### src/rtl/jtag_pkg.sv
// Shared JTAG definitions: TAP state encoding (common with the TAP controller),
// instruction register width, opcodes and the instruction-select struct.
package jtag_pkg;

  typedef enum logic [3:0] {
    TAP_TEST_LOGIC_RESET = 4'h0,
    TAP_RUN_TEST_IDLE    = 4'h1,
    TAP_SELECT_DR        = 4'h2,
    TAP_CAPTURE_DR       = 4'h3,
    TAP_SHIFT_DR         = 4'h4,
    TAP_EXIT1_DR         = 4'h5,
    TAP_PAUSE_DR         = 4'h6,
    TAP_EXIT2_DR         = 4'h7,
    TAP_UPDATE_DR        = 4'h8,
    TAP_SELECT_IR        = 4'h9,
    TAP_CAPTURE_IR       = 4'hA,
    TAP_SHIFT_IR         = 4'hB,
    TAP_EXIT1_IR         = 4'hC,
    TAP_PAUSE_IR         = 4'hD,
    TAP_EXIT2_IR         = 4'hE,
    TAP_UPDATE_IR        = 4'hF
  } tap_state_e;

  localparam int MXIR = 5;

  localparam logic [MXIR-1:0] OP_IDCODE = 5'h01;
  localparam logic [MXIR-1:0] OP_USER1  = 5'h02;
  localparam logic [MXIR-1:0] OP_BYPASS = 5'h1F;

  // One-hot data register select derived from the current instruction.
  typedef struct packed {
    logic idcode;
    logic user1;
    logic bypass;
  } ir_sel_t;

endpackage

### src/rtl/jtag_ir_dec.sv
// Combinational instruction decoder: current IR to one-hot data register select.
// Any opcode that is not IDCODE or USER1 (including undefined ones) selects BYPASS.
module jtag_ir_dec
  import jtag_pkg::*;
(
  input  logic [MXIR-1:0] ir_i,
  output ir_sel_t         sel_o
);

  always_comb begin
    sel_o        = '0;
    sel_o.idcode = (ir_i == OP_IDCODE);
    sel_o.user1  = (ir_i == OP_USER1);
    sel_o.bypass = !(sel_o.idcode || sel_o.user1);
  end

endmodule

### src/rtl/jtag_ir_dr.sv
// JTAG IR/DR datapath downstream of the TAP controller: shift chains capture and
// shift on posedge tck, instruction/user updates and TDO launch on negedge tck.
module jtag_ir_dr
  import jtag_pkg::*;
#(
  parameter int              MXDR       = 32,
  parameter logic [MXDR-1:0] IDCODE_VAL = 32'h0A00_0093
) (
  input  logic            tck,
  input  logic            ntrst,
  input  logic [3:0]      state,
  input  logic            tdi,
  input  logic [MXDR-1:0] user_rd,
  output logic            tdo,
  output logic            tdo_oe,
  output logic [MXIR-1:0] ir,
  output logic [MXDR-1:0] user_wr,
  output logic            user_wr_strb
);

  tap_state_e st;
  ir_sel_t    sel;

  logic [MXIR-1:0] ir_sr_q, ir_sr_d;
  logic [MXDR-1:0] dr_sr_q, dr_sr_d;
  logic            bypass_q, bypass_d;
  logic [MXIR-1:0] ir_q, ir_d;
  logic [MXDR-1:0] user_wr_q, user_wr_d;
  logic            strb_q, strb_d;
  logic            tdo_q, tdo_d;
  logic            tdo_oe_q, tdo_oe_d;

  assign st = tap_state_e'(state);

  jtag_ir_dec u_dec (
    .ir_i  (ir_q),
    .sel_o (sel)
  );

  // Posedge side: capture and shift, keyed on the state before the edge.
  always_comb begin
    ir_sr_d  = ir_sr_q;
    dr_sr_d  = dr_sr_q;
    bypass_d = bypass_q;
    case (st)
      TAP_CAPTURE_IR: ir_sr_d = {{(MXIR-2){1'b0}}, 2'b01};
      TAP_SHIFT_IR:   ir_sr_d = {tdi, ir_sr_q[MXIR-1:1]};
      TAP_CAPTURE_DR: begin
        if (sel.idcode)     dr_sr_d  = IDCODE_VAL;
        else if (sel.user1) dr_sr_d  = user_rd;
        else                bypass_d = 1'b0;
      end
      TAP_SHIFT_DR: begin
        if (sel.bypass) bypass_d = tdi;
        else            dr_sr_d  = {tdi, dr_sr_q[MXDR-1:1]};
      end
      default: ;
    endcase
  end

  always_ff @(posedge tck or negedge ntrst) begin
    if (!ntrst) begin
      ir_sr_q  <= '0;
      dr_sr_q  <= '0;
      bypass_q <= 1'b0;
    end else begin
      ir_sr_q  <= ir_sr_d;
      dr_sr_q  <= dr_sr_d;
      bypass_q <= bypass_d;
    end
  end

  // Negedge side: strobe defaults low so any pulse lasts exactly one tck.
  always_comb begin
    ir_d      = ir_q;
    user_wr_d = user_wr_q;
    strb_d    = 1'b0;
    tdo_d     = tdo_q;
    tdo_oe_d  = 1'b0;
    case (st)
      TAP_TEST_LOGIC_RESET: ir_d = OP_IDCODE;
      TAP_UPDATE_IR:        ir_d = ir_sr_q;
      TAP_UPDATE_DR: begin
        if (sel.user1) begin
          user_wr_d = dr_sr_q;
          strb_d    = 1'b1;
        end
      end
      TAP_SHIFT_IR: begin
        tdo_oe_d = 1'b1;
        tdo_d    = ir_sr_q[0];
      end
      TAP_SHIFT_DR: begin
        tdo_oe_d = 1'b1;
        tdo_d    = sel.bypass ? bypass_q : dr_sr_q[0];
      end
      default: ;
    endcase
  end

  always_ff @(negedge tck or negedge ntrst) begin
    if (!ntrst) begin
      ir_q      <= OP_IDCODE;
      user_wr_q <= '0;
      strb_q    <= 1'b0;
      tdo_q     <= 1'b0;
      tdo_oe_q  <= 1'b0;
    end else begin
      ir_q      <= ir_d;
      user_wr_q <= user_wr_d;
      strb_q    <= strb_d;
      tdo_q     <= tdo_d;
      tdo_oe_q  <= tdo_oe_d;
    end
  end

  assign tdo          = tdo_q;
  assign tdo_oe       = tdo_oe_q;
  assign ir           = ir_q;
  assign user_wr      = user_wr_q;
  assign user_wr_strb = strb_q;

endmodule

### config.mk
export PLATFORM = sky130hd
export DESIGN_NAME = jtag_ir_dr
export DESIGN_NICKNAME = d
export VERILOG_FILES = /design/src/rtl/jtag_pkg.sv /design/src/rtl/jtag_ir_dec.sv /design/src/rtl/jtag_ir_dr.sv
export SDC_FILE = /design/constraint.sdc
export NUM_CORES = 1
export LEC_CHECK = 0
export BUFFER_PORTS_ARGS = -buffer_cell sky130_fd_sc_hd__buf_2
export CAP_MARGIN = 30
export CORE_MARGIN = 10
export CORE_UTILIZATION = 30
export CTS_CLUSTER_DIAMETER = 200
export DETAILED_ROUTE_END_ITERATION = 7
export SLEW_MARGIN = 5
export SYNTH_ARGS = -nofsm -noshare
export SYNTH_HDL_FRONTEND = slang
export SYNTH_SLANG_ARGS = --single-unit
### constraint.sdc
create_clock -name tck -period 1.7 [get_ports tck]
set_input_delay 0.17 -clock tck [delete_from_list [all_inputs] [get_ports tck]]
set_output_delay 0.17 -clock tck [all_outputs]
set_load 0.05 [all_outputs]
# Word level (Yosys, flattened, before mapping)
# Index checks and enable logic that the tools add are counted.
word_totals:
  ff_bits: 78
  latchBits: 0
  ram_bits: 0
  romBits: 0
  input_bits: 39
  out_inout_bits: 40
  word_cells: 46
  mem_count: 0
op_classes:
  n_addsub: 0
  multipliers: 0
  div_mod_pow: 0
  order_cmp: 0
  n_eq_ne: 13
  shifts: 0
  muxes: 15
  n_bitwise: 0
  n_reduce_logical: 10
op_table:
  columns: ["operator", "count"]
  rows:
  - ["two-way mux 32 bit", 3]
  - ["one-hot mux 32 bit (2 select lines)", 1]
  - ["one-hot mux 5 bit (2 select lines)", 2]
  - ["equality test 4 bit (second input constant)", 4]
  - ["nonzero test 2 bit", 4]
  - ["two-way mux 1 bit", 7]
  - ["!= test 2 bit (second input constant)", 3]
  - ["equality test 5 x 1 -> 1 bit (second input constant)", 1]
  - ["equality test 5 x 2 -> 1 bit (second input constant)", 1]
  - ["equality test 4 x 2 -> 1 bit (second input constant)", 1]
  - ["equality test 4 x 3 -> 1 bit (second input constant)", 1]
  - ["logical NOT 4 bit", 1]
  - ["one-hot mux 1 bit (2 select lines)", 2]
  - ["AND reduction 4 bit", 1]
  - ["!= test 3 bit (second input constant)", 1]
  - ["AND reduction 3 bit", 1]
  - ["!= test 2 x 1 -> 1 bit (second input constant)", 1]
  - ["AND reduction 2 bit", 1]
  - ["OR reduction 2 bit", 1]
  - ["logical OR 1 bit", 1]

# Logic depth before layout (Yosys ltp)
logic_depth:
  word_depth: 4
  mapped_depth: 7
  ltp_nobuf: 4

# Hierarchy
# From an unflattened synthesis, not the netlist that was laid out.
unflattened:
  hier_cells: 316
  hier_area_um2: 3585.9
by_module_without_submodules:
  columns: ["mod", "instances", "cells_per_inst", "area_each_um2", "seq_area_each_um2"]
  rows:
  - ["jtag_ir_dr", 1, 311, 3534.6, 1953.1]
  - ["jtag_ir_dec", 1, 5, 51.3, 0.0]

==> impl_metrics.tcl <==
set metrics [dict create \
    drtIter0Drc 122 \
    io_pins 79 \
    arrival_ns 2.19 \
    power_leakage_nw 2.55 \
    syn_inst 288 \
    cts_tree "built" \
    multiInputGateArea_um2 1440 \
    area_delta_synth_final_pct 56.7 \
    crit_start "ir[0]" \
    gp_congestion 0.900 \
    dp_hpwl_mm 6.57 \
    dp.cells 538 \
    die_w_um 126 \
    critPathCapture "ir[0]" \
    ant_nets 0 \
    worst_slack_ns -0.657 \
    ys_types 38 \
    fp.coreArea_um2 10900 \
    clk_path_buf_depth 2 \
    cts.clk_slew.worst_paths_ns 0.09 \
    synth_fp_nets 327 \
    hold_viol 0 \
    end_kind "output port" \
    required_ns 1.53 \
    syn_area_per_cell_um2 11.6 \
    die_h_um 126 \
    start_util 0.308 \
    status "complete, but fails checks" \
    rrSetupSlack_ns -0.64 \
    setup-violations-final 111 \
    drv_slew 0 \
    via_per_inst 4.83 \
    yosys.area.top_type "dfrtn_1" \
    synth_warnings 0 \
    synth_flop_cell "dfrtn_1" \
    firstDrtPassIters 4 \
    clock_latency_ns 0.39 \
    routed_wl_mm 9.66 \
    path_max_fanout 3 \
    route.detailed.drc 0 \
    cts_sinks 78 \
    seq_area_um2 1960 \
    synth_async_sr_flop_share 1.00 \
    p_total_mw 5.10 \
    synth.top_cell.area_share 0.291 \
    grt.total_usage 0.120 \
    ir_drop_v 0.000529 \
    wire_per_inst_um 16.8 \
    synth_edf_count 0 \
    grt_pass1_wl_mm 15.3 \
    vias 2784 \
    ff2ff_path_depth 5 \
    rows 38 \
    critPathKind "register to output port" \
    diodes 0 \
    hold_class "input port to register" \
    seq_area_frac_synth 0.582 \
    worst_pin_slew_ns 0.277 \
    clockRootBuffer "clkbuf_8" \
    synthTopCellsByArea "dfrtn_1 (29%), dfrtp_1 (28%), mux2_2 (11%), nand2_1 (4.7%), a22oi_2 (3.7%)" \
    power_density_nw_per_um2 970 \
    grt_max_degree 36 \
    violations "negative setup slack" \
    syn_area_um2 3350 \
    grt_antenna_before_repair 0 \
    grt_pass1_vias 2902 \
    startpoint_type "register" \
    fin_cells 576 \
    timing.hold.ws_ns 0.0881 \
    slew_headroom 0.814 \
    gr-total-overflow 0 \
    tns_ns -41.19 \
    die-area_um2 15800 \
    port_buffers 78 \
    rsz0062_at_grt "yes" \
    h-tree-depth 3 \
    cts-buffers-inserted 9 \
    timing.rr.end "dr_sr_q[15]" \
    fillers 979 \
    skew_ns 0.0569 \
    fin_nets 470 \
    drive_gt1_frac 0.553 \
    synth.ff_latch_count 78 \
    maxCapViolations 0 \
    r2r_start "ir[0]" \
]
[power by group]
part | internal, mW | leakage, nW | total [mW] | switching, mW
Combinational | 0.647 | 1.39 | 1.27 | 0.620
Sequential | 2.14 | 1.05 | 2.35 | 0.201
Clock | 0.775 | 0.113 | 1.48 | 0.709
[worst max-delay path, cell delays in order, from the launching register on]
cell	delay, ns
dfstp_4	0.64
buf_4	0.16
buf_8	0.15
[flip-flops by register name, indices dropped and copies added (netlist names)]
signal	flops
bypass_q	1
dr_sr_q	32
ir	5
ir_sr_q	5
tdo	1
tdo_oe	1
user_wr	32
user_wr_strb	1
[synthesized netlist by cell type (4+ instances only)]
cell type and instances:
a21oi_1 6, a22oi_1 15, a22oi_2 10, buf_2 6, buf_6 4, clkbuf_1 8, dfrtn_1 39, dfrtp_1 38
inv_1 7, mux2_2 32, nand2_1 42, nor2_1 5, o21ai_0 18, o21ai_1 21, o22ai_1 11
[kinds of logic (layout without fill, tap and decap cells)]
| kind of cell | count (synthesis) | count (layout) | share of synthesized area |
|---|---|---|---|
| and+or+nand+nor | 62 | 62 | 0.0855 |
| xor gates and xnor gates | 2 | 2 | 0.00522 |
| DFF | 78 | 78 | 0.582 |
| muxes | 33 | 33 | 0.110 |
| buffers and inverters | 26 | 174 | 0.0414 |
| AOI/OAI and AO/OA | 87 | 87 | 0.175 |
[layout by cell type (no fill, tap or decap), drive strengths merged, types with 2 or more instances in the layout]
| cell | synthesis | layout |
|---|---|---|
| a21oi | 6 | 6 |
| a22oi | 25 | 25 |
| buf | 11 | 150 |
| clkbuf | 8 | 10 |
| clkinv | 0 | 4 |
| dfrtn | 39 | 39 |
| dfrtp | 38 | 38 |
| inv | 7 | 7 |
| mux2 | 32 | 32 |
| nand2 | 42 | 42 |
| nand4 | 2 | 2 |
| nor2 | 5 | 5 |
| nor3 | 2 | 2 |
| o21ai | 39 | 39 |
| o22ai | 11 | 11 |
| or3 | 2 | 2 |
[through the flow]
step | setup WS (ns) | utilization | cell area [µm²]
after global routing | -0.711 | 0.483 | 5250
after CTS | -0.641 | 0.469 | 5110
after global placement | -0.672 | 0.396 | 4310
after detailed placement | -0.688 | 0.396 | 4310
final | -0.657 | 0.483 | 5250
after floorplan | -0.907 | - | 3480
[per-layer routing]
metal,track usage,up-vias,routed length [µm]
li1,-,1321,-
met1,0.137,1370,4020
met4,0.0501,0,194
met2,0.205,76,4930
met3,0.0365,17,519
met5,0,-,0
[how the worst min path moves through the flow]
stage	cells past startpoint	endpoint	slack, ns	from
after CTS	3	dr_sr_q[17]	0.07	user_rd[17]
after global routing	3	dr_sr_q[16]	0.1	user_rd[16]
after floorplan	0	bypass_q	-0.13	ntrst
final	3	dr_sr_q[17]	0.09	user_rd[17]
after global placement	1	dr_sr_q[27]	0.07	ntrst
after detailed placement	1	dr_sr_q[27]	0.07	ntrst
[timing repair]
item,4_1_cts,5_1_grt
setup endpoints to repair,111,112
pin swaps,9,7
resized for setup,117,27
hold buffers,1,0
hold endpoints to repair,28,0
buffers inserted,9,10
gates cloned,4,0
[final cells by class]
class	instances	share of cell area
clock inverter	7	0.0138
clock buffer	10	0.0283
multi-input combinational	184	0.274
sequential	78	0.372
inverter	6	0.00524
tap	140	0.0333
timing repair buffer	151	0.273
No activity file was read; power rests on OpenSTA's default activity.
